<file path="src/rtl/lfsr_pkg.sv">
// Shared constants for the Fibonacci LFSR random source.
// The defaults give a maximal-length 16-bit sequence (x^16+x^14+x^13+x^11+1).
package lfsr_pkg;

  localparam int unsigned LFSR16_WIDTH = 16;
  localparam logic [15:0] LFSR16_TAPS  = 16'h002D;
  localparam logic [15:0] LFSR16_SEED  = 16'hACE1;

endpackage

</file>
<file path="src/rtl/fib_lfsr_if.sv">
// Step-enable / random-bit bundle between the LFSR and its consumer.
// The consumer drives rand_en; the LFSR returns the bit and its raw state.
interface fib_lfsr_if #(
  parameter int WIDTH = 16
);

  logic             rand_en;
  logic             rand_out;
  logic [WIDTH-1:0] lfsr_state;

  modport master (
    output rand_en,
    input  rand_out,
    input  lfsr_state
  );

  modport slave (
    input  rand_en,
    output rand_out,
    output lfsr_state
  );

endinterface

</file>
<file path="src/rtl/lfsr_feedback.sv">
// Combinational feedback bit: XOR-reduce of the state bits selected by TAP_MASK.
// Zero latency; no flow control.
module lfsr_feedback
  import lfsr_pkg::*;
#(
  parameter int               WIDTH    = LFSR16_WIDTH,
  parameter logic [WIDTH-1:0] TAP_MASK = WIDTH'(LFSR16_TAPS)
) (
  input  logic [WIDTH-1:0] state,
  output logic             fb
);

  assign fb = ^(state & TAP_MASK);

endmodule

</file>
<file path="src/rtl/fib_lfsr.sv">
// Fibonacci LFSR: one pseudo-random bit per enabled clock, bit registered one cycle after the step.
// Holds while rand_en is low; reset and all-zero lock-up both reload the seed.
module fib_lfsr
  import lfsr_pkg::*;
#(
  parameter int               WIDTH    = LFSR16_WIDTH,
  parameter logic [WIDTH-1:0] TAP_MASK = WIDTH'(LFSR16_TAPS),
  parameter logic [WIDTH-1:0] SEED     = WIDTH'(LFSR16_SEED)
) (
  input  logic        clk,
  input  logic        rst,
  fib_lfsr_if.slave   lfsr_bus
);

  // An all-zero seed would park the register in its lock-up state forever.
  localparam logic [WIDTH-1:0] RESET_VAL = (SEED != '0) ? SEED : WIDTH'(1);

  logic [WIDTH-1:0] state_d, state_q;
  logic             rand_out_d, rand_out_q;
  logic             fb;

  lfsr_feedback #(
    .WIDTH    (WIDTH),
    .TAP_MASK (TAP_MASK)
  ) u_feedback (
    .state (state_q),
    .fb    (fb)
  );

  always_comb begin
    state_d    = state_q;
    rand_out_d = rand_out_q;
    if (state_q == '0) begin
      state_d    = RESET_VAL;
      rand_out_d = 1'b0;
    end else if (lfsr_bus.rand_en) begin
      state_d    = {fb, state_q[WIDTH-1:1]};
      rand_out_d = state_q[0];
    end
  end

  always_ff @(posedge clk) begin
    if (rst) begin
      state_q    <= RESET_VAL;
      rand_out_q <= 1'b0;
    end else begin
      state_q    <= state_d;
      rand_out_q <= rand_out_d;
    end
  end

  assign lfsr_bus.rand_out   = rand_out_q;
  assign lfsr_bus.lfsr_state = state_q;

endmodule

</file>
<file path="src/flat_wrapper.sv">
// flat-port wrapper written by rule: the top's interface ports become plain ports
module fib_lfsr_flat import lfsr_pkg::*;
#(
  parameter int               WIDTH    = LFSR16_WIDTH,
  parameter logic [WIDTH-1:0] TAP_MASK = WIDTH'(LFSR16_TAPS),
  parameter logic [WIDTH-1:0] SEED     = WIDTH'(LFSR16_SEED)
)
  (clk, rst, lfsr_bus_rand_en, lfsr_bus_rand_out, lfsr_bus_lfsr_state);
  fib_lfsr_if #(.WIDTH(WIDTH)) lfsr_bus_i ();
  input  logic clk;
  input  logic rst;
  input wire logic [$bits(lfsr_bus_i.rand_en)-1:0] lfsr_bus_rand_en;
  output wire logic [$bits(lfsr_bus_i.rand_out)-1:0] lfsr_bus_rand_out;
  output wire logic [$bits(lfsr_bus_i.lfsr_state)-1:0] lfsr_bus_lfsr_state;
  assign lfsr_bus_i.rand_en = lfsr_bus_rand_en;
  assign lfsr_bus_rand_out = lfsr_bus_i.rand_out;
  assign lfsr_bus_lfsr_state = lfsr_bus_i.lfsr_state;
  fib_lfsr #(.WIDTH(WIDTH), .TAP_MASK(TAP_MASK), .SEED(SEED)) u_core (.clk(clk), .rst(rst), .lfsr_bus(lfsr_bus_i));
endmodule
</file>
<file path="config.mk">
export PLATFORM = sky130hd
export DESIGN_NAME = fib_lfsr_flat
export DESIGN_NICKNAME = d
export VERILOG_FILES = /design/src/rtl/lfsr_pkg.sv /design/src/rtl/fib_lfsr_if.sv /design/src/rtl/lfsr_feedback.sv /design/src/rtl/fib_lfsr.sv /design/src/flat_wrapper.sv
export SDC_FILE = /design/constraint.sdc
export NUM_CORES = 1
export LEC_CHECK = 0
export CAP_MARGIN = 20
export CORE_MARGIN = 3
export CORE_UTILIZATION = 43
export CTS_BUF_LIST = sky130_fd_sc_hd__clkbuf_4
export CTS_CLUSTER_DIAMETER = 30
export CTS_CLUSTER_SIZE = 25
export DETAILED_ROUTE_END_ITERATION = 10
export PLACE_DENSITY = 0.75
export SYNTH_ARGS = -nofsm -noshare
export SYNTH_HDL_FRONTEND = slang
export SYNTH_SLANG_ARGS = --single-unit
</file>
<file path="constraint.sdc">
create_clock -name clk -period 1.2 [get_ports clk]
set_clock_uncertainty 0.05 [all_clocks]
set_input_delay 0.12 -clock clk [delete_from_list [all_inputs] [get_ports clk]]
set_output_delay 0.12 -clock clk [all_outputs]
set_load 0.005 [all_outputs]
</file>
After elaboration in Yosys (flattened, before gate mapping)
Index checks and enable logic that the tools add are counted.
{ "word_totals": {"reg_bits": 17, "latchBits": 0, "mem_bits_rw": 0, "rom_bits": 0, "inputBits": 3, "output_inout_bits": 17, "elab_cells": 5, "memories": 0} }
{ "op_classes": {"addsub": 0, "n_mul": 0, "n_div": 0, "order_cmp": 0, "eq_ne": 0, "shift": 0, "muxes": 0, "bitwise_logic": 0, "reduce_logical": 3} }
{ "ops": {"columns": ["op", "n"], "rows": [
  ["16-bit logical NOT", 1],
  ["16-bit parity", 1],
  ["2-bit OR reduction", 1]
]} }

Longest topological paths before layout
{ "depth": {"word_depth": 2, "ltp_mapped": 6, "depth_no_buf": 5} }

Modules after synthesis
Synthesis repeated with hierarchy kept, for this count alone.
{ "unflattened": {"cells_unflattened": 64, "area_unflattened_um2": 711.9} }
{ "modules_own_cells": {"columns": ["mod", "n_inst", "cells_each", "area_each_um2", "seq_area_each_um2"], "rows": [
  ["fib_lfsr", 1, 61, 685.7, 340.3],
  ["lfsr_feedback", 1, 3, 26.3, 0.0]
]} }

Worst setup path before layout
Ideal clock, no wire load.
{ "synth_path": {"kind": "reg2reg", "from": "register u_core.state_q[2], in the netlist u_core.lfsr_bus.lfsr_state[2]", "to": "register u_core.state_q[15], in the netlist u_core.lfsr_bus.lfsr_state[15]", "arrival_ps": 1150, "required_ps": 1018, "path_slack_ps": -133, "stages_incl_launch_ff": 7, "n_path_buf": 1, "cell_sequence": "dfxtp_1 -> inv_1 -> ha_1 -> nor4b_2 -> a41oi_2 -> buf_6 -> o2111ai_1"} }
{ "synth_via": {"elab_chain_len": 2} }
{ "synth_rtl": {"columns": ["element", "line_no", "source"], "rows": [
  ["start: declaration", "fib_lfsr.sv:18", "logic [WIDTH-1:0] state_d, state_q;"],
  ["start signal: assignment", "fib_lfsr.sv:47", "state_q <= state_d;"],
  ["16-bit logical NOT", "fib_lfsr.sv:33", "if (state_q == '0) begin"],
  ["2-bit OR reduction (no line)", null, null]
]} }
Parallel ways exist; a longest one is shown, timed or not.
A chain may end at the register's enable or synchronous reset.

Worst setup path after layout
{ "layout_path": {"from": "register u_core.state_q[12], in the netlist u_core.lfsr_bus.lfsr_state[12]", "to": "register u_core.rand_out_q, in the netlist u_core.lfsr_bus.rand_out"} }
{ "layout_via": {"elab_chain_len": 2} }
{ "layout_rtl": {"columns": ["element", "line_no", "source"], "rows": [
  ["16-bit logical NOT", "fib_lfsr.sv:33", null],
  ["2-bit OR reduction (no line)", null, null],
  ["end signal: assignment", "fib_lfsr.sv:48", "rand_out_q <= rand_out_d;"],
  ["end: declaration", "fib_lfsr.sv:19", "logic rand_out_d, rand_out_q;"]
]} }
No other way between the ends.

==> impl_metrics.csv <==
group,metric,value,unit
finish,num_antenna_cells,0,
timing,fin_hold_ws,0.4431,ns
global_routing,grt_max_degree,13,
timing,tightestPinTransition,0.4039,ns
route,routed-via-count,661,
worst_setup_path,required,1.35,ns
logic_synthesis,syn-cell-area,732.0,um^2
power_and_ir_drop,ir_worst_vdd,796.0,uV
clock_tree,cts-root-buf,"clkbuf_4",
logic_synthesis,async_flop_share,0,%
global_routing,grt_usage,19.46,%
logic_synthesis,yosysTopAreaCell,"dfxtp_1",
route,drtAntennaViolNets,0,
finish,num-fill-cells,94,
timing,slew_headroom,72.87,%
clock_tree,hold_buffers,0,
logic_synthesis,yosysTopAreaCellShare,46.50,%
power_and_ir_drop,powerDensity,1002,mW/mm^2
place,globalplace.congestion,0.7343,
route,drc,0,
floorplanning,std_cell_rows,14,
logic_synthesis,ys_top_cells_by_area,"dfxtp_1 46%, mux2i_1 21%, nand2_1 4.1%",
worst_setup_path,critPathSlowestCell,"dfxtp_2",
clock_tree,max-clock-path-buffers,2,
place,dp_hpwl,1241,um
route,wl,1811,um
route,avgViaCountPerCell,5.124,
clock_tree,clk_latency,0.30,ns
logic_synthesis,yosysWarnings,0,
timing,slew_viol_final,0,
worst_setup_path,timing_worst_setup_path_type,"flop to flop",
worst_setup_path,cp_num_buf_inv,1,
outcome,outcome,"finished, violations left",
timing,max_freq,0.7419,GHz
global_routing,grt_pass1_wl,2960,um
floorplanning,fp.dieH,47.26,um
worst_setup_path,path_max_fanout,8,
worst_setup_path,r2r_cells,4,
timing,period_needed,1.348,ns
global_routing,antenna_found_initial,0,
floorplanning,io_pins,20,
finish,fin_nets,118,
floorplanning,core_area,0.001559,mm^2
logic_synthesis,yosysMostFrequentCell,"dfxtp_1",
logic_synthesis,synth_nets,69,
finish,stdcell_area,0.001266,mm^2
logic_synthesis,seq_area_frac_synth,46.50,%
clock_tree,cts_buffers,3,
logic_synthesis,synth_common_cells,"17 x dfxtp_1, 15 x mux2i_1, 8 x nand2_1",
power_and_ir_drop,cellLeakagePower,0.5620,nW
route,drtIter0Drc,6,
worst_setup_path,critPathLaunchType,"flop",
min_path,whs_path_depth,2,
finish,area_growth,72.99,%
clock_tree,h-tree-depth,1,
timing,hold_viol_final,0,
place,dpl_cell_area,0.001092,mm^2
place,io_buffers,19,
floorplanning,die_x,47.26,um
route,avgRoutedWirePerCell,14.04,um
timing,rsz0062_at_grt,"true",
logic_synthesis,avgSynthCellArea,11.26,um^2
timing,fin_tns_setup,-1.372,ns
timing,setup_ws,-0.1478,ns
finish,drive_gt1_share,61.06,%
logic_synthesis,syn_inst,65,
min_path,hp-class,"flop to flop",
route,firstDrtPassIters,4,
logic_synthesis,synth.ff_latch_count,17,
timing,setup_viol,12,
logic_synthesis,synth_edf_count,0,
timing,fin_crit_sh,112.3,%
logic_synthesis,yosys_most_used_dff,"dfxtp_1",
power_and_ir_drop,power,1.269,mW
clock_tree,clk_pin_slew,0.11,ns
global_routing,overflow,0,
worst_setup_path,path_cells,"buf_6 -> nor4_4 -> a41oi_4 -> a21boi_2",
worst_setup_path,critical_path.top_delay_family,"compound AO/OA/AOI/OAI gates",
worst_setup_path,cp.depth,4,
floorplanning,start_util,46.95,%
global_routing,grt_pass1_vias,645,
worst_setup_path,max_stage_delay,0.34,ns
worst_setup_path,end_kind,"flop",
clock_tree,cts_tree,"built",
floorplanning,die_area,0.002233,mm^2
logic_synthesis,yosysUniqueCellTypes,21,
outcome,failed_checks,"negative setup slack",
clock_tree,cts.sinks,17,
worst_setup_path,cp.arrival,1.50,ns
job,drv_cap,0,
==> metrics by stage <==
stage	cells	setup WS, ns	util [%]
after floorplan	65	-0.05875	-
final	129	-0.1478	81.22
after global routing	129	-0.1952	81.22
after CTS	128	-0.1456	78.89
after detailed placement	117	-0.1784	70.06
after global placement	117	-0.1533	70.06
==> kinds of logic after synthesis <==
family	count (synthesis)	synth area share, %
mux	15	20.51
simple gates	23	21.37
xor+xnor	1	1.197
buf+inv	5	4.274
compound gates	3	4.446
fa+ha+maj	1	1.709
flops	17	46.50
==> worst paths after layout <==
kind / end / slack [ns] / startpoint
setup / recovery: u_core.lfsr_bus.rand_out / -0.15 / u_core.lfsr_bus.lfsr_state[12]
hold / removal: u_core.lfsr_bus.rand_out / 0.44 / u_core.lfsr_bus.rand_out
setup reg to reg: u_core.lfsr_bus.rand_out / -0.15 / u_core.lfsr_bus.lfsr_state[12]
hold reg to reg: u_core.lfsr_bus.rand_out / 0.44 / u_core.lfsr_bus.rand_out
==> tightest hold or removal path: cells and delay by family (launching register included) <==
kind	cells	cell delay (ns)
DFF	1	0.33
and+or+nand+nor	1	0.08
AOI/OAI and AO/OA	1	0.05
==> registers in the layout, summed over array words and instances (netlist names) <==
signal,count
u_core.lfsr_bus.lfsr_state,16
u_core.lfsr_bus.rand_out,1
==> layout by cell type, fill, tap and decap left out <==
master           instances
a41oi_4                  1
nand3b_1                 1
dlygate4sd2_1            2
nand2b_1                 2
inv_2                    2
xor2_1                   1
nor3_1                   1
mux2i_1                 15
dfxtp_4                  2
o2111ai_1                1
clkbuf_2                 2
clkdlybuf4s15_1         11
buf_6                    7
dfxtp_2                 15
clkdlybuf4s50_1          2
buf_4                   22
nand2_1                  2
clkinvlp_4               1
buf_12                   1
clkbuf_4                 3
nor2_1                   5
nor2b_4                  2
a21boi_2                 1
nor2b_1                  1
ha_4                     1
nor4_4                   2
nand2_2                  6
nor4b_4                  1
==> metal layers <==
| layer | up-vias | wire (um) | part of all wire, % | GRT usage (%) |
|---|---|---|---|---|
| met4 | 0 | 29 | 1.6 | 7.182 |
| met1 | 306 | 778 | 43 | 24.15 |
| met3 | 8 | 93 | 5.1 | 4.598 |
| met5 | - | 0 | 0 | 0 |
| met2 | 27 | 909 | 50 | 32.35 |
| li1 | 320 | - | - | - |
==> power by group <==
| part | switching, mW | internal (mW) |
|---|---|---|
| logic | 0.126 | 0.183 |
| clock network | 0.198 | 0.127 |
| registers | 0.0282 | 0.608 |
| total | 0.352 | 0.917 |
==> timing repair <==
item,in CTS,in global routing
setup buffers,8,1
setup endpoints to repair,29,22
resized for setup,54,19
pin swaps,2,5
==> cell type report <==
cell class	count	area, um^2	area share [%]
timing repair buffer	47	421.7	33.30
multi-input combinational	43	420.4	33.20
sequential	17	366.6	28.95
clock buffer	3	22.52	1.779
tap	16	20.02	1.581
clock inverter	1	7.507	0.5929
inverter	2	7.507	0.5929
No activity file was read; power rests on OpenSTA's default activity.
